$ cat config.mk
export PLATFORM = sky130hd
export DESIGN_NAME = mem_arbiter
export DESIGN_NICKNAME = d
export VERILOG_FILES = /design/src/rtl/mem_arbiter.sv
export SDC_FILE = /design/constraint.sdc
export NUM_CORES = 1
export LEC_CHECK = 0
export CORE_AREA = 3 3 102 104
export CTS_BUF_LIST = sky130_fd_sc_hd__clkbuf_8
export DETAILED_ROUTE_END_ITERATION = 7
export DIE_AREA = 0 0 105 107
export GPL_TIMING_DRIVEN = 0
export HOLD_SLACK_MARGIN = 0.06
export PLACE_DENSITY_LB_ADDON = 0.25
export REMOVE_ABC_BUFFERS = 1
export SLEW_MARGIN = 25
export SYNTH_ARGS = -nofsm -noshare
export SYNTH_HDL_FRONTEND = slang
export SYNTH_SLANG_ARGS = --single-unit
export TNS_END_PERCENT = 30
$ cat constraint.sdc
create_clock -name clk -period 5.36 [get_ports clk]
set_input_delay 1.072 -clock clk [delete_from_list [all_inputs] [get_ports clk]]
set_output_delay 1.072 -clock clk [all_outputs]
set_load 0.03 [all_outputs]
$ cat src/rtl/mem_arbiter.sv
// mem_arbiter: fixed-latency arbiter between instruction fetch (I) and
// load/store (D) for a single-port unified memory. One transaction in
// flight, round-robin on conflicts, response timed by an internal counter.
module mem_arbiter #(
  parameter int ADDR_W  = 32,
  parameter int DATA_W  = 32,
  parameter int MEM_LAT = 4
) (
  input  logic              clk,
  input  logic              nrst,
  input  logic              i_req,
  input  logic [ADDR_W-1:0] i_addr,
  output logic              i_gnt,
  output logic              i_rvalid,
  output logic [DATA_W-1:0] i_rdata,
  input  logic              d_req,
  input  logic              d_we,
  input  logic [ADDR_W-1:0] d_addr,
  input  logic [DATA_W-1:0] d_wdata,
  output logic              d_gnt,
  output logic              d_rvalid,
  output logic [DATA_W-1:0] d_rdata,
  output logic              mem_en,
  output logic              mem_we,
  output logic [ADDR_W-1:0] mem_addr,
  output logic [DATA_W-1:0] mem_wdata,
  input  logic [DATA_W-1:0] mem_rdata,
  output logic              stall
);

  localparam logic [3:0] LAT_M1 = 4'(MEM_LAT - 1);

  typedef enum logic [1:0] {IDLE, BUSY_I, BUSY_D} state_t;

  state_t     state, state_nxt;
  logic [3:0] cnt, cnt_nxt;
  logic       last_d, last_d_nxt;
  logic       store_q, store_nxt;   // outstanding D transaction is a store
  logic       resp, issue, gnt_i, gnt_d;

  // State, latency counter, round-robin pointer and store flag.
  always_ff @(posedge clk or negedge nrst) begin
    if (!nrst) begin
      state   <= IDLE;
      cnt     <= '0;
      last_d  <= 1'b0;
      store_q <= 1'b0;
    end else begin
      state   <= state_nxt;
      cnt     <= cnt_nxt;
      last_d  <= last_d_nxt;
      store_q <= store_nxt;
    end
  end

  // Arbitration, next-state and all outputs; every output is forced low
  // while nrst is held, including paths from the request inputs.
  always_comb begin
    state_nxt  = state;
    cnt_nxt    = cnt;
    last_d_nxt = last_d;
    store_nxt  = store_q;
    gnt_i      = 1'b0;
    gnt_d      = 1'b0;
    i_gnt      = 1'b0;
    d_gnt      = 1'b0;
    i_rvalid   = 1'b0;
    d_rvalid   = 1'b0;
    i_rdata    = '0;
    d_rdata    = '0;
    mem_en     = 1'b0;
    mem_we     = 1'b0;
    mem_addr   = '0;
    mem_wdata  = '0;
    stall      = 1'b0;

    resp  = (state != IDLE) && (cnt == '0);
    issue = (state == IDLE) || (cnt == '0);

    if (nrst && issue) begin
      if (d_req && (!i_req || !last_d)) gnt_d = 1'b1;
      else if (i_req)                   gnt_i = 1'b1;
    end

    if (gnt_d) begin
      state_nxt  = BUSY_D;
      cnt_nxt    = LAT_M1;
      last_d_nxt = 1'b1;
      store_nxt  = d_we;
      d_gnt      = 1'b1;
      mem_en     = 1'b1;
      mem_we     = d_we;
      mem_addr   = d_addr;
      mem_wdata  = d_wdata;
    end else if (gnt_i) begin
      state_nxt  = BUSY_I;
      cnt_nxt    = LAT_M1;
      last_d_nxt = 1'b0;
      store_nxt  = 1'b0;
      i_gnt      = 1'b1;
      mem_en     = 1'b1;
      mem_addr   = i_addr;
    end else if (resp) begin
      state_nxt  = IDLE;
    end else if (state != IDLE) begin
      cnt_nxt    = cnt - 4'd1;
    end

    if (resp && state == BUSY_I) begin
      i_rvalid = 1'b1;
      i_rdata  = mem_rdata;
    end
    if (resp && state == BUSY_D) begin
      d_rvalid = 1'b1;
      d_rdata  = store_q ? '0 : mem_rdata;
    end

    stall = nrst && ((i_req && !gnt_i) || (d_req && !gnt_d) ||
                     ((state != IDLE) && !resp));
  end

endmodule

==> results.md, run 1 <==
- Status: finished, final reports clean
- Worst path max stage delay: ~0.68 ns
- Register area share after synthesis: 0.1193
- Avg Cell Area, Syn: ~6 sq um
- Clk buf depth: 2
- H-tree lvl count: 1
- Critical path endpoint category: output pin
- Slew HR: 0.4182
- Initial antenna violation count: 0
- Crit-path cells: clkdlybuf4s50_1, a21bo_2, a211oi_4, buf_6, and2_1, clkdlybuf4s50_1
- Pleak: 1.689 nW
- Yosys warns: 0
- Worst-margin pin slew: just under 0.9 ns
- Max_cap viols: 0
- Boundary Pins: 268
- Fill cells: slightly below 1000
- Port Buffers: around 270
- Root buf cell: clkbuf_8
- CTS tree: done
- Worst setup path class: in2out
- # nets final: about 660
- Critical Path Fanout Max: 33
- Clock power frac: 0.074
- Worst Hold Class: reg2reg
- Final-report hold violation count: 0
- Post-cts resize count: 0
- Minimum clock period: a little under 5 ns
- Area of the multi-input gates: approximately 1400 sq um
- Startpoint types: input pin
- Final core utilization: 0.4688
- Number of synthesized register bits: 8
- Skew-Pair Late Insertion Delay: between 0.2 and 0.25 ns
- Pint: between 0.4 and 0.5 mW
- Initial Util: 0.1741
- Cells after Synth: between 200 and 300
- Core area: roughly 9600 sq um
- CTS clock-pin slew for the worst setup and hold paths: 0.04 ns
- Chip Width: 105 um
- VDD IR max: 97.01 uV
- Final cell count without fillers: 654
- Crit path arrival time: just under 4 ns
- Clock sink total: 8
- Cell area after layout: between 4000 and 5000 sq um
- Sequential share of power: 0.128
- RSZ-0062 raised after global routing: false
- WL final: around 10000 um
- Starting DRC count in detailed routing: between 150 and 200
- Drt pass-1 iters: 5
- Vert. Die Dim: between 100 and 150 um
- Routed WL per cell: 15.31 um
- Vias: 2709
- Synthesized area: ~1700 sq um
- Hold buffers post-CTS: 0
- Top cell by count, worst path: clkdlybuf4s50_1
- Final worst setup slack: 0.4251 ns
- Placed insts: 651
- Global-route wire length before repair: approximately 15000 um
- Worst EP required: ~4.3 ns
- Final period utilization: 0.9207
- CP max stage cell: a211oi_4
- Post-synth cell types: 34
- Largest net degree at the start of global routing: 39
- DP Worst Slack: ~0.39 ns
- Final setup viols: 0
- Post-DP HPWL: around 8500 um
- Post-CTS setup buffer count: 0
- Switch Pwr: about 0.5 mW
- Register area: ~200 sq um
- Max Freq: roughly 200 MHz
- Cell Area, Placed: roughly 4500 sq um
- Switching share of power: 0.5034
- Max Slew Vio Count: 0
- Num CTS Buffers: 3
- Pwr dens: approximately 220 nW/um^2
- Total gr overflow: 0
- Overall Global Routing Usage: 0.1656
- Ant. Diodes: 0
- Share of post-route cells with drive strength above 1: 0.02879
- Antenna viol nets, final: 0
- Vias in the first global route: approximately 2700
- Row count: 36
- Remaining DRCs: 0
- Comb pwr share: 0.798
- GPL Wtd Cong: about 0.72
- Area growth syn-to-layout: 169.4%
- Total power: between 1 and 1.5 mW
- Die area: between 10000 and 15000 sq um
- Vias/cell: 4.142
- Final clock skew: a little over 0.003 ns
## cells in the final DEF (no fill, tap or decap), drive strengths merged
cell type,Yosys,final
ha,2,2
nand3,32,32
nor3,2,2
o2bb2ai,1,1
or2,1,1
a21oi,37,37
clkbuf,18,3
nand2b,2,2
o31ai,1,1
a21o,1,1
clkdlybuf4s50,0,266
a21boi,1,1
inv,4,4
or3b,1,1
a22o,1,1
nor2b,1,1
o22ai,1,1
nor3b,2,2
o211ai,2,2
buf,7,5
mux2i,1,1
nand2,35,35
nor2,5,5
o21a,1,1
a21bo,1,1
o21ai,5,5
dfrtp,8,8
and2,97,97
a211oi,2,2
## kinds of logic after synthesis
family / count (synthesis) / synth area share
simple gates: 178 / 0.5876
buf+inv: 29 / 0.08351
mux: 1 / 0.005966
fa+ha+maj: 2 / 0.01491
flops: 8 / 0.1193
compound gates: 54 / 0.1887
## layer usage
layer  vias to the layer above  share of wire  track usage  wire length [um]
li1                       1398              -            -                 -
met1                      1184           0.36       0.1766              3583
met2                       111           0.55       0.3167              5476
met3                        16          0.073      0.05178               734
met4                         0          0.022      0.03843               217
met5                         -              0            0                 0
## sequential cells by signal (all words and copies together) (netlist names)
| register | cells |
|---|---|
| cnt | 4 |
| last_d | 1 |
| state | 2 |
| store_q | 1 |
## synthesized netlist by cell type, drive strengths merged
master / instances / area (sq um)
nand2: 35 / 131.4
nand2b: 2 / 12.51
a22o: 1 / 8.760
nand3: 32 / 160.2
o31ai: 1 / 7.510
and2: 97 / 606.8
dfrtp: 8 / 200.2
or3b: 1 / 8.760
a21oi: 37 / 185.2
mux2i: 1 / 10.01
ha: 2 / 25.02
o21ai: 5 / 25.02
nor2: 5 / 18.77
buf: 7 / 57.55
o22ai: 1 / 6.260
inv: 4 / 15.01
a21boi: 1 / 7.510
or2: 1 / 6.260
nor3b: 2 / 20.02
clkbuf: 18 / 67.56
a21o: 1 / 7.510
nor2b: 1 / 6.260
o211ai: 2 / 15.01
a21bo: 1 / 10.01
o2bb2ai: 1 / 8.760
a211oi: 2 / 27.53
o21a: 1 / 7.510
nor3: 2 / 15.01
## path summary, 6_finish.rpt
| kind | cells after the start | to | startpoint | slack [ns] |
|---|---|---|---|---|
| max | 6 | mem_wdata[5] | d_req | 0.43 |
| min reg2reg | 1 | cnt[0] | cnt[0] | 0.51 |
| min | 1 | cnt[0] | cnt[0] | 0.51 |
| max reg2reg | 5 | store_q | cnt[0] | 3.04 |
| min in group asynchronous | 1 | cnt[1] | nrst | 1.22 |
| max in group asynchronous | 1 | cnt[0] | nrst | 3.76 |
## worst max-delay path: cells and delay by family
kind / cells / cell delay [ns]
buf+inv: 3 / 1.48
compound gates: 2 / 1.16
simple gates: 1 / 0.13
## through the flow
| step | hold WS [ns] | TNS, ns |
|---|---|---|
| floorplan | 0.4658 | 0 |
| global placement | 0.4986 | -48.74 |
| detailed placement | 0.5026 | 0 |
| CTS | 0.5092 | 0 |
| global route | 0.5706 | 0 |
| finish | 0.5121 | 0 |
## power groups by stage
stage / Sequential, mW / Clock, mW / Combinational, mW
2_1_floorplan: 0.117 / 0 / 0.426
3_3_place_gp: 0.124 / 0 / 0.772
3_5_place_dp: 0.130 / 0 / 0.809
4_1_cts: 0.130 / 0.0769 / 0.812
5_1_grt: 0.137 / 0.0810 / 0.863
6_report: 0.129 / 0.0743 / 0.802
## layout make-up
class,count,area share
repair buffers,271,0.6027
well taps,133,0.03682
clock buffers,3,0.009136
inverters,4,0.003322
multi-input cells,235,0.3037
flip-flops and latches,8,0.04430
(Power assumes the default switching activity.)
==> inputs of run 2 (changes only) <==
--- a/config.mk
+++ b/config.mk
@@ -5,10 +5,10 @@
 export SDC_FILE = /design/constraint.sdc
 export NUM_CORES = 1
 export LEC_CHECK = 0
-export CORE_AREA = 3 3 102 104
+export CORE_AREA = 2 2 104 106
 export CTS_BUF_LIST = sky130_fd_sc_hd__clkbuf_8
 export DETAILED_ROUTE_END_ITERATION = 7
-export DIE_AREA = 0 0 105 107
+export DIE_AREA = 0 0 106 108
 export GPL_TIMING_DRIVEN = 0
 export HOLD_SLACK_MARGIN = 0.06
 export PLACE_DENSITY_LB_ADDON = 0.25
==> results.md, run 2 (synthesized netlist as in run 1, its figures left out) <==
- Status: finished, final reports clean
- Area growth syn-to-layout: 170.5%
- WL final: slightly below 10000 um
- Worst EP required: approximately 4.3 ns
- Final-report hold violation count: 0
- Crit path arrival time: 3.71 ns
- Max_cap viols: 0
- TNS Setup: 0 ns
- Post-CTS setup buffer count: 0
- Worst setup path class: in2out
- Antenna viol nets, final: 0
- Startpoint types: input pin
- Final setup viols: 0
- Routed WL per cell: around 15 um
- Global-route wire length before repair: ~14000 um
- Initial Util: 0.1640
- Pleak: about 1.7 nW
- Commonest non-fill, non-tap cell in the layout: clkdlybuf4s50_1
- Slew HR: 0.3738
- Vias: ~2700
- Clk buf depth: 2
- Post-DP HPWL: around 8100 um
- Final clock skew: 0.003732 ns
- Final period utilization: 0.8921
- Fill cells: roughly 1000
- Largest net degree at the start of global routing: 39
- Skew-Pair Late Insertion Delay: around 0.24 ns
- Share of post-route cells with drive strength above 1: 0.02879
- Worst Hold Class: reg2reg
- Clock sink total: 8
- VDD IR max: around 90 uV
- Total gr overflow: 0
- Hold buffers post-CTS: 0
- R2R setup slack: between 3 and 4 ns
- Overall Global Routing Usage: 0.1599
- H-tree lvl count: 1
- Final core utilization: 0.4437
- Starting DRC count in detailed routing: about 130
- Initial antenna violation count: 0
- Vias/cell: about 4.2
- Most frequent cells in the layout: clkdlybuf4s50_1, and2_1, a21oi_1
- Minimum clock period: about 4.8 ns
- Max Slew Vio Count: 0
- Pwr dens: around 230 nW/um^2
- WHS: between 0.5 and 0.6 ns
- Max Freq: between 200 and 250 MHz
- CTS clock-pin slew for the worst setup and hold paths: about 0.04 ns
- Remaining DRCs: 0
- Chip Width: 106 um
- Core area: 10230 sq um
- Drt pass-1 iters: 4
- Critical path endpoint category: output pin
- Ant. Diodes: 0
- CTS tree: done
- Root buf cell: clkbuf_8
- RSZ-0062 raised after global routing: false
- Boundary Pins: 268
- Port Buffers: 267
- # nets final: about 660
- Row count: 37
- Die area: about 11000 sq um
- Post-cts resize count: 0
- Final cell count without fillers: 657
- Critical Path Fanout Max: 26
- Vert. Die Dim: ~110 um
- Vias in the first global route: around 2700
- Largest register FFs: 4
- Placed insts: between 600 and 700
- Reg with most FFs: cnt
- Num CTS Buffers: 3
- GPL Wtd Cong: roughly 0.82
- Worst-margin pin slew: around 0.94 ns
- Top flop regs: cnt (4), state (2)
- Total power: 1.024 mW
run 2: cell types whose count changed in the layout (fill, tap and decap cells not counted):
cell	before	now
buf_16	0	1
buf_6	1	0
run 2: area by class of cell:
cell class | count | area [sq um] | share of cell area
well taps | 136 | 170.2 | 0.03749
repair buffers | 271 | 2740 | 0.6036
inverters | 4 | 15.01 | 0.003308
flip-flops and latches | 8 | 200.2 | 0.04410
multi-input cells | 235 | 1373 | 0.3024
clock buffers | 3 | 41.29 | 0.009096
run 2: power by group:
| group | total, mW | switching (mW) | internal (mW) | leakage [nW] |
|---|---|---|---|---|
| sequential | 0.131 | 0.0399 | 0.0915 | 0.0964 |
| clock | 0.0762 | 0.0272 | 0.0490 | 0.0216 |
| combinational | 0.816 | 0.448 | 0.368 | 1.58 |
| total | 1.02 | 0.515 | 0.508 | 1.70 |
run 2: path summary, 6_finish.rpt:
path                       startpoint            end  cells past startpoint
setup / recovery                 nrst  mem_wdata[26]                      6
hold / removal                 cnt[0]         cnt[0]                      1
setup reg to reg               cnt[0]        store_q                      5
hold reg to reg                cnt[0]         cnt[0]                      1
max in group asynchronous        nrst         cnt[3]                      1
min in group asynchronous        nrst        store_q                      1
run 2: per-layer routing:
| layer | share of wire | GRT usage |
|---|---|---|
| met5 | 0 | 0 |
| met4 | 0.011 | 0.03289 |
| met2 | 0.53 | 0.3018 |
| met3 | 0.059 | 0.03858 |
| met1 | 0.40 | 0.1833 |
run 2: metrics by stage:
step,instance area (sq um),setup WS (ns)
finish,4539,0.5784
floorplan,1553,1.376
global placement,4395,-1.200
detailed placement,4483,0.1883
CTS,4524,0.1812
global route,4539,0.3323
run 2: worst max-delay path: stages:
cell and delay, ns:
clkdlybuf4s50_1 0.85, inv_1 0.19, a211oi_4 0.51, buf_8 0.23, and2_1 0.13, clkdlybuf4s50_1 0.70
==> inputs of run 3 (changes only) <==
--- a/config.mk
+++ b/config.mk
@@ -5,6 +5,7 @@
 export SDC_FILE = /design/constraint.sdc
 export NUM_CORES = 1
 export LEC_CHECK = 0
+export CAP_MARGIN = 10
 export CORE_AREA = 2 2 104 106
 export CTS_BUF_LIST = sky130_fd_sc_hd__clkbuf_8
 export DETAILED_ROUTE_END_ITERATION = 7
==> results of run 3 <==
No change in the layout: final DEF, timing and power equal those of run 2.
